## src/rtl/pq_pkg.sv

```systemverilog
// Shared types for priority-queue devices and their clients.
// A key of all ones (KEYINF) marks an empty slot and is never stored.
package pq_pkg;

  localparam int KEY_W       = 16;
  localparam int VAL_W       = 16;
  localparam int PQ_CAPACITY = 8;

  typedef struct packed {
    logic [KEY_W-1:0] key;
    logic [VAL_W-1:0] val;
  } kv_t;

  localparam logic [KEY_W-1:0] KEYINF = '1;
  localparam logic [VAL_W-1:0] VAL0   = '0;

endpackage

```

## src/rtl/pq_sort_client.sv

```systemverilog
// Batch sorter built on any pq_if priority queue.
// LOAD pushes a valid/ready input stream into the PQ until in_last or PQ full,
// DRAIN pops the PQ head straight onto a valid/ready output stream (min key first),
// DONE emits a one-cycle batch_done pulse before accepting the next batch.
// enq and deq are never issued together, so the PQ replace path is never exercised.
module pq_sort_client
  import pq_pkg::*;
#(
  parameter int CNT_W = $clog2(PQ_CAPACITY + 1)
) (
  input  logic clk,
  input  logic rst,
  // producer side
  input  logic in_valid,
  output logic in_ready,
  input  kv_t  in_kv,
  input  logic in_last,
  // consumer side
  output logic out_valid,
  input  logic out_ready,
  output kv_t  out_kv,
  output logic out_last,
  // status pulses
  output logic batch_done,
  output logic overflow,
  output logic drop_err,
  // PQ device side
  output logic pq_enq,
  output logic pq_deq,
  output kv_t  pq_kvi,
  input  kv_t  pq_kvo,
  input  logic pq_full,
  input  logic pq_empty,
  input  logic pq_busy
);

  typedef enum logic [1:0] {
    S_LOAD,
    S_DRAIN,
    S_DONE
  } state_e;

  state_e             state_q, state_d;
  logic   [CNT_W-1:0] cnt_q, cnt_d;

  // Handshake outputs and next state; everything is a direct function of the
  // current state and the PQ flags so the output path has zero latency.
  always_comb begin
    // NOTE: every output gets a default before the case so no path leaves one unassigned (no latches).
    state_d    = state_q;
    cnt_d      = cnt_q;
    in_ready   = 1'b0;
    out_valid  = 1'b0;
    out_last   = 1'b0;
    out_kv     = pq_kvo;
    batch_done = 1'b0;
    overflow   = 1'b0;
    drop_err   = 1'b0;
    pq_enq     = 1'b0;
    pq_deq     = 1'b0;
    pq_kvi     = '{key: KEYINF, val: VAL0};

    if (!rst) begin
      unique case (state_q)
        S_LOAD: begin
          in_ready = !pq_full && !pq_busy;
          if (in_valid && in_ready) begin
            if (in_kv.key == KEYINF) begin
              // An infinite key would read as an empty slot inside the PQ.
              drop_err = 1'b1;
            end else begin
              pq_enq = 1'b1;
              pq_kvi = in_kv;
              cnt_d  = cnt_q + CNT_W'(1);
            end
            if (in_last) begin
              state_d = (cnt_d == '0) ? S_DONE : S_DRAIN;
            end
          end else if (pq_full && (cnt_q != '0)) begin
            // PQ filled before the producer closed the batch: sort what we have.
            overflow = 1'b1;
            state_d  = S_DRAIN;
          end
        end

        S_DRAIN: begin
          // A PQ that reports empty while items are still owed is a fault; hold.
          out_valid = !pq_empty && !pq_busy && (cnt_q != '0);
          out_last  = out_valid && (cnt_q == CNT_W'(1));
          pq_deq    = out_valid && out_ready;
          if (pq_deq) begin
            cnt_d = cnt_q - CNT_W'(1);
            if (cnt_q == CNT_W'(1)) begin
              state_d = S_DONE;
            end
          end
        end

        S_DONE: begin
          batch_done = 1'b1;
          state_d    = S_LOAD;
        end

        default: state_d = S_LOAD;
      endcase
    end
  end

  // State and occupancy registers; the PQ is cleared by the same reset.
  always_ff @(posedge clk) begin
    // NOTE: sequential state uses <= so every register samples pre-edge values.
    if (rst) begin
      state_q <= S_LOAD;
      cnt_q   <= '0;
    end else begin
      state_q <= state_d;
      cnt_q   <= cnt_d;
    end
  end

  // Protocol guarantees towards the PQ device.
  a_no_replace : assert property (@(posedge clk) disable iff (rst) !(pq_enq && pq_deq));
  a_busy_idle  : assert property (@(posedge clk) disable iff (rst) pq_busy |-> !(pq_enq || pq_deq));

endmodule
```

## config.mk

```make
export PLATFORM = sky130hd
export DESIGN_NAME = pq_sort_client
export DESIGN_NICKNAME = d
export VERILOG_FILES = /design/src/rtl/pq_pkg.sv /design/src/rtl/pq_sort_client.sv
export SDC_FILE = /design/constraint.sdc
export NUM_CORES = 1
export LEC_CHECK = 0
export CAP_MARGIN = 40
export CORE_MARGIN = 2
export CORE_UTILIZATION = 24
export CTS_BUF_LIST = sky130_fd_sc_hd__clkbuf_8
export CTS_CLUSTER_DIAMETER = 50
export DETAILED_ROUTE_END_ITERATION = 10
export PLACE_DENSITY = 0.92
export SLEW_MARGIN = 5
export SYNTH_ARGS = -nofsm -noshare
export SYNTH_HDL_FRONTEND = slang
export SYNTH_SLANG_ARGS = --single-unit
```

## constraint.sdc

```tcl
create_clock -name clk -period 1.95 [get_ports clk]
set_input_delay 0.39 -clock clk [delete_from_list [all_inputs] [get_ports clk]]
set_output_delay 0.39 -clock clk [all_outputs]
set_load 0.05 [all_outputs]
```

==> impl_metrics.env, run 1 <==
export IMPL_num_rows=24
export IMPL_skew_ps=2.69
export IMPL_antenna_cells=0
export IMPL_h_tree_depth=1
export IMPL_routed_via_count=1602
export IMPL_avgSynthCellArea_sq_um=7.27
export IMPL_tns_ps=-5970
export IMPL_tightest_slew_ps=509
export IMPL_fillCellCount=321
export IMPL_arrival_ps=1770
export IMPL_reg2reg_slack_ps=20
export IMPL_regToRegStartpoint="cnt_q[1]"
export IMPL_r2r_end="cnt_q[2]"
export IMPL_path_max_fanout=8
export IMPL_path_common_cell="buf_6"
export IMPL_setup_ws_ps=-213
export IMPL_ff2ff_path_depth=8
export IMPL_outcome="finished, violations left"
export IMPL_die_x_microns=72.1
export IMPL_rsz0062_at_grt="yes"
export IMPL_maxSlewHeadroom=0.656
export IMPL_fmax_mhz=462
export IMPL_min_to="state_q[1]"
export IMPL_crit_type="input pin to output port"
export IMPL_wl_per_cell_microns=20.5
export IMPL_gp_congestion=0.820
export IMPL_total_leakage_power_uw=0.00111
export IMPL_ant_nets=0
export IMPL_cp_end_kind="output port"
export IMPL_period_needed_ps=2160
export IMPL_cp_start_kind="input pin"
export IMPL_layout_drive_gt1_share=0.686
export IMPL_critPathLaunch="pq_full"
export IMPL_hold_viol=0
export IMPL_hold_ws_ps=625
export IMPL_power_density_nw_per_um2=291
export IMPL_port_buffers=79
export IMPL_path_cells="buf_8 > nor3b_4 > nand3b_1 > buf_6 > nor2_4 > buf_6 > and2_4 > buf_12"
export IMPL_cts_sinks=6
export IMPL_nets=321
export IMPL_finalCritPeriodShare=1.11
export IMPL_worstHoldStart="pq_full"
export IMPL_drtIter0Drc=91
export IMPL_regArea_sq_um=126
export IMPL_wl_microns=6100
export IMPL_seq_area_frac_synth=0.108
export IMPL_final_util=0.595
export IMPL_grt_antenna_before_repair=0
export IMPL_netlist_cell_type_count=42
export IMPL_critical_path_required_ps=1560
export IMPL_fp_dieH_microns=72.1
export IMPL_gr_usage_all_layers=0.209
export IMPL_dp_slack_ps=-579
export IMPL_hpwl_microns=3450
export IMPL_cts_buffers=3
export IMPL_cts_max_path_buffers=2
export IMPL_worst_path_max_delay_cell="nand3b_1"
export IMPL_setup_violations=38
export IMPL_grt_pass1_wl_microns=8450
export IMPL_vdd_drop_max_mv=0.154
export IMPL_clk_pin_slew_worst_paths_ps=40
export IMPL_die_area_sq_um=5200
export IMPL_cts_tree="yes"
export IMPL_ys_seq_elements=6
export IMPL_insertion_delay_ps=230
export IMPL_boundaryPins=144
export IMPL_layout_common_cells="buf_4 (39), buf_6 (30), buf_12 (24), clkdlybuf4s50_1 (19), and2_4 (17)"
export IMPL_hold_path_class="input pin to register"
export IMPL_syn_area_sq_um=1110
export IMPL_max_stage_delay_ps=250
export IMPL_remaining_drc_errors=0
export IMPL_multiInputGateArea_sq_um=943
export IMPL_synthCells=153
export IMPL_areaGrowthSynthToFinish_pct=136
export IMPL_max_cap_violations=0
export IMPL_synth_nets=228
export IMPL_grt_max_degree=12
export IMPL_placeableCoreArea_sq_um=4410
export IMPL_viasPerCell=5.39
export IMPL_mostFrequentLayoutCell="buf_4"
export IMPL_grt_ovfl_total=0
export IMPL_grt_pass1_vias=1633
export IMPL_ys_warn_count=0
export IMPL_cts_root_buf="clkbuf_8"
export IMPL_initial_core_util=0.252
export IMPL_violations="negative setup slack"
export IMPL_finalPower_uw=765
export IMPL_drv_slew=0
export IMPL_dr_pass1_iters=4
export IMPL_min_path_cells=5
[sequential cells by signal (all words and copies together), names as in the netlist]
name / flops
cnt_q: 4
state_q: 2
[area by class of cell]
cell class | count | share of cell area
clock inverter | 1 | 0.00143
timing repair buffer | 127 | 0.545
sequential | 6 | 0.0481
inverter | 3 | 0.00524
clock buffer | 3 | 0.0157
multi-input combinational | 105 | 0.359
tap | 52 | 0.0248
[cells by family (layout without fill, tap and decap cells)]
logic type / count (synthesis) / after routing / synth area share
buf+inv: 42 / 134 / 0.259
fa+ha+maj: 3 / 3 / 0.0337
mux: 2 / 2 / 0.0191
flops: 6 / 6 / 0.108
compound gates: 18 / 18 / 0.123
xor+xnor: 2 / 2 / 0.0158
simple gates: 80 / 80 / 0.442
[worst max-delay path, delay by kind of cell]
family                 cells  cell delay [ps]
buffers and inverters      4              600
AND/OR/NAND/NOR            4              780
[cell usage after synthesis]
master,instances,area share
a211o_1,1,0.0079
nand4_1,5,0.028
nor2_1,9,0.030
buf_4,34,0.23
and2_1,18,0.10
xnor2_1,1,0.0079
o32a_2,1,0.010
clkbuf_1,3,0.010
a41oi_2,1,0.015
a211oi_2,1,0.011
a22oi_1,1,0.0068
nor3b_4,1,0.017
nor2b_1,1,0.0056
buf_2,2,0.0090
mux2i_1,1,0.0090
ha_1,3,0.034
and3_1,1,0.0056
o21ai_0,2,0.0090
o31a_1,1,0.0079
and4b_1,1,0.0090
o311ai_0,1,0.0079
nor3b_1,1,0.0068
or2_2,1,0.0056
nand2_1,7,0.024
or3b_1,1,0.0079
xor2_1,1,0.0079
a31oi_1,2,0.011
nand2b_1,1,0.0056
or3_1,18,0.10
or3_2,2,0.013
a21oi_1,5,0.022
dfxtp_1,6,0.11
nand3_1,3,0.013
mux2_2,1,0.010
nor4b_1,2,0.016
nor4_1,4,0.022
nand3b_1,1,0.0068
a211oi_1,1,0.0068
and3b_2,1,0.0090
inv_1,3,0.010
or4_1,2,0.013
o31ai_1,1,0.0068
[layer usage]
metal	vias up	wire length, microns	GRT usage
li1	705	-	-
met1	767	2070	0.215
met2	96	3220	0.361
met3	34	484	0.0556
met4	0	328	0.155
met5	-	0	0
[power by group]
part,internal (uW),switching (uW)
Combinational,222,200
Sequential,130,10.9
Clock,136,65.3
[stage by stage]
step	cells	cell area, sq um
final	297	2630
after global routing	297	2630
after CTS	290	2510
after detailed placement	268	2210
after global placement	268	2210
after floorplan	153	1260
[timing repair]
| item | 4_1_cts | 5_1_grt |
|---|---|---|
| buffers inserted | 13 | 6 |
| hold buffers | 0 | 0 |
| gates resized for setup | 131 | 27 |
| pin swaps | 33 | 9 |
| endpoints found under the setup margin | 44 | 43 |
| endpoints found under the hold margin | 0 | 0 |
| gates cloned | 5 | 1 |
[worst max-delay path by stage]
stage | depth (start not counted) | to | slack (ps)
finish | 8 | pq_kvi[11] | -210
global route | 8 | pq_kvi[13] | -270
floorplan | 6 | out_last | -400
global placement | 6 | pq_kvi[31] | -540
CTS | 8 | pq_kvi[11] | -130
detailed placement | 6 | state_q[1] | -580
Note: power is estimated with default switching activity, not from simulation.
==> inputs of run 2 (changes only) <==
--- a/config.mk
+++ b/config.mk
@@ -6,12 +6,14 @@
 export NUM_CORES = 1
 export LEC_CHECK = 0
 export CAP_MARGIN = 40
+export CELL_PAD_IN_SITES_DETAIL_PLACEMENT = 1
+export CELL_PAD_IN_SITES_GLOBAL_PLACEMENT = 1
 export CORE_MARGIN = 2
-export CORE_UTILIZATION = 24
+export CORE_UTILIZATION = 14
 export CTS_BUF_LIST = sky130_fd_sc_hd__clkbuf_8
 export CTS_CLUSTER_DIAMETER = 50
 export DETAILED_ROUTE_END_ITERATION = 10
-export PLACE_DENSITY = 0.92
+export PLACE_DENSITY = 0.9
 export SLEW_MARGIN = 5
 export SYNTH_ARGS = -nofsm -noshare
 export SYNTH_HDL_FRONTEND = slang
==> run 2 against run 1 <==
- the flow still finishes with violations (negative setup slack)
- via count shrank 1.6%
- utilization is 23 points lower
- first-iteration DRC count decreased by 42%
- highest routed layer unchanged
==> impl_metrics.env, run 2 (synthesis gave the netlist of run 1 again) <==
export IMPL_max_stage_delay_ps=230
export IMPL_tightest_slew_ps=430
export IMPL_arrival_ps=1770
export IMPL_viasPerCell=4.49
export IMPL_violations="negative setup slack"
export IMPL_rsz0062_at_grt="yes"
export IMPL_h_tree_depth=1
export IMPL_holdBufCountCts=0
export IMPL_cts_root_buf="clkbuf_8"
export IMPL_maxSlewHeadroom=0.710
export IMPL_hold_path_class="register to register"
export IMPL_fmax_mhz=464
export IMPL_initial_core_util=0.144
export IMPL_skew_ps=8.91
export IMPL_cts_tree="yes"
export IMPL_vdd_drop_max_mv=0.122
export IMPL_remaining_drc_errors=0
export IMPL_insertion_delay_ps=230
export IMPL_die_x_microns=93.1
export IMPL_nets=325
export IMPL_critical_path_required_ps=1560
export IMPL_boundaryPins=144
export IMPL_dr_pass1_iters=4
export IMPL_setup_ws_ps=-206
export IMPL_cts_sinks=6
export IMPL_largest_register_ffs=4
export IMPL_cts_buffers=3
export IMPL_ant_nets=0
export IMPL_areaGrowthSynthToFinish_pct=157
export IMPL_drtIter0Drc=53
export IMPL_fp_dieH_microns=93.1
export IMPL_grt_pass1_wl_microns=8650
export IMPL_wl_microns=6780
export IMPL_die_area_sq_um=8670
export IMPL_period_needed_ps=2160
export IMPL_crit_type="input pin to output port"
export IMPL_hpwl_microns=4130
export IMPL_cp_start_kind="input pin"
export IMPL_drv_slew=0
export IMPL_setup_violations=40
export IMPL_mostFrequentLayoutCell="buf_4"
export IMPL_clk_pin_slew_worst_paths_ps=50
export IMPL_regMostFlops="cnt_q"
export IMPL_antenna_cells=0
export IMPL_gp_congestion=0.869
export IMPL_wl_per_cell_microns=19.3
export IMPL_gr_usage_all_layers=0.126
export IMPL_path_common_cell="buf_4"
export IMPL_finalPower_uw=800
export IMPL_grt_pass1_vias=1654
export IMPL_cts_max_path_buffers=2
export IMPL_dp_slack_ps=-978
export IMPL_outcome="finished, violations left"
export IMPL_routed_via_count=1576
export IMPL_reg_top3="cnt_q x4, state_q x2"
export IMPL_power_density_nw_per_um2=280
export IMPL_finalCritPeriodShare=1.11
export IMPL_grt_max_degree=20
export IMPL_path_max_fanout=4
export IMPL_cpLargestDelayFamily="buffers and inverters"
export IMPL_path_cells="clkdlybuf4s15_2 > nand4_1 > buf_4 > nor4_4 > buf_4 > clkbuf_16 > or3_4 > buf_8"
export IMPL_hold_ws_ps=644
export IMPL_critical_path_buf_inv_count=5
export IMPL_layout_drive_gt1_share=0.695
export IMPL_placeableCoreArea_sq_um=7730
export IMPL_port_buffers=79
export IMPL_worst_path_max_delay_cell="nor4_4"
export IMPL_grt_antenna_before_repair=0
export IMPL_num_rows=32
export IMPL_fillCellCount=852
export IMPL_max_cap_violations=0
export IMPL_cp_end_kind="output port"
export IMPL_total_leakage_power_uw=0.00116
export IMPL_layout_common_cells="buf_4 (38), buf_6 (27), buf_12 (24), clkdlybuf4s50_1 (19)"
export IMPL_grt_ovfl_total=0
export IMPL_hold_viol=0
## run 2: final timing paths
path | endpoint | depth (start not counted) | startpoint | slack (ps)
worst max register to register | cnt_q[1] | 9 | cnt_q[1] | -10
worst min register to register | cnt_q[2] | 2 | cnt_q[2] | 640
worst max-delay path | pq_kvi[20] | 8 | in_kv[29] | -210
worst min-delay path | cnt_q[2] | 2 | cnt_q[2] | 640
## run 2: routing by layer
metal / vias to the layer above / global-route usage / share of wire
li1: 708 / - / -
met1: 782 / 0.129 / 0.36
met5: - / 0 / 0
met3: 22 / 0.0346 / 0.049
met2: 64 / 0.249 / 0.55
met4: 0 / 0.0331 / 0.034
## run 2: area by class of cell
type | count | area, sq um | area share
Multi-Input combinational cell | 107 | 1010 | 0.355
Inverter | 3 | 13.8 | 0.00482
Timing Repair Buffer | 129 | 1530 | 0.536
Sequential cell | 6 | 125 | 0.0438
Clock buffer | 3 | 41.3 | 0.0145
Tap cell | 102 | 128 | 0.0447
Clock inverter | 1 | 3.75 | 0.00131
## run 2: worst register-to-register path, stage by stage, from the launching register on
cell and delay [ps]:
dfxtp_2 340, inv_2 60, ha_4 160, or3b_4 250, buf_4 130, a41oi_4 100
or2_4 290, buf_4 140, o32a_4 220, a31oi_4 180
## run 2: repair_timing
action / CTS / global route
setup buffers: 12 / 6
endpoints found under the setup margin: 46 / 43
pin swaps: 35 / 11
resized for setup: 143 / 32
gates cloned: 4 / 2
## run 2: power by group
group | internal, uW | total [uW] | leakage (uW) | switching (uW)
Sequential | 129 | 136 | 0.0000499 | 6.80
Clock | 136 | 203 | 0.0000269 | 66.9
Combinational | 243 | 460 | 0.00108 | 217
## run 2: through the flow
stage	TNS [ps]	instance area, sq um	cells	utilization
2_1_floorplan	-2750	1260	153	-
3_3_place_gp	-24770	2310	323	0.299
3_5_place_dp	-29410	2310	323	0.299
4_1_cts	-4570	2640	343	0.342
5_1_grt	-8350	2860	351	0.370
6_report	-5630	2860	351	0.370
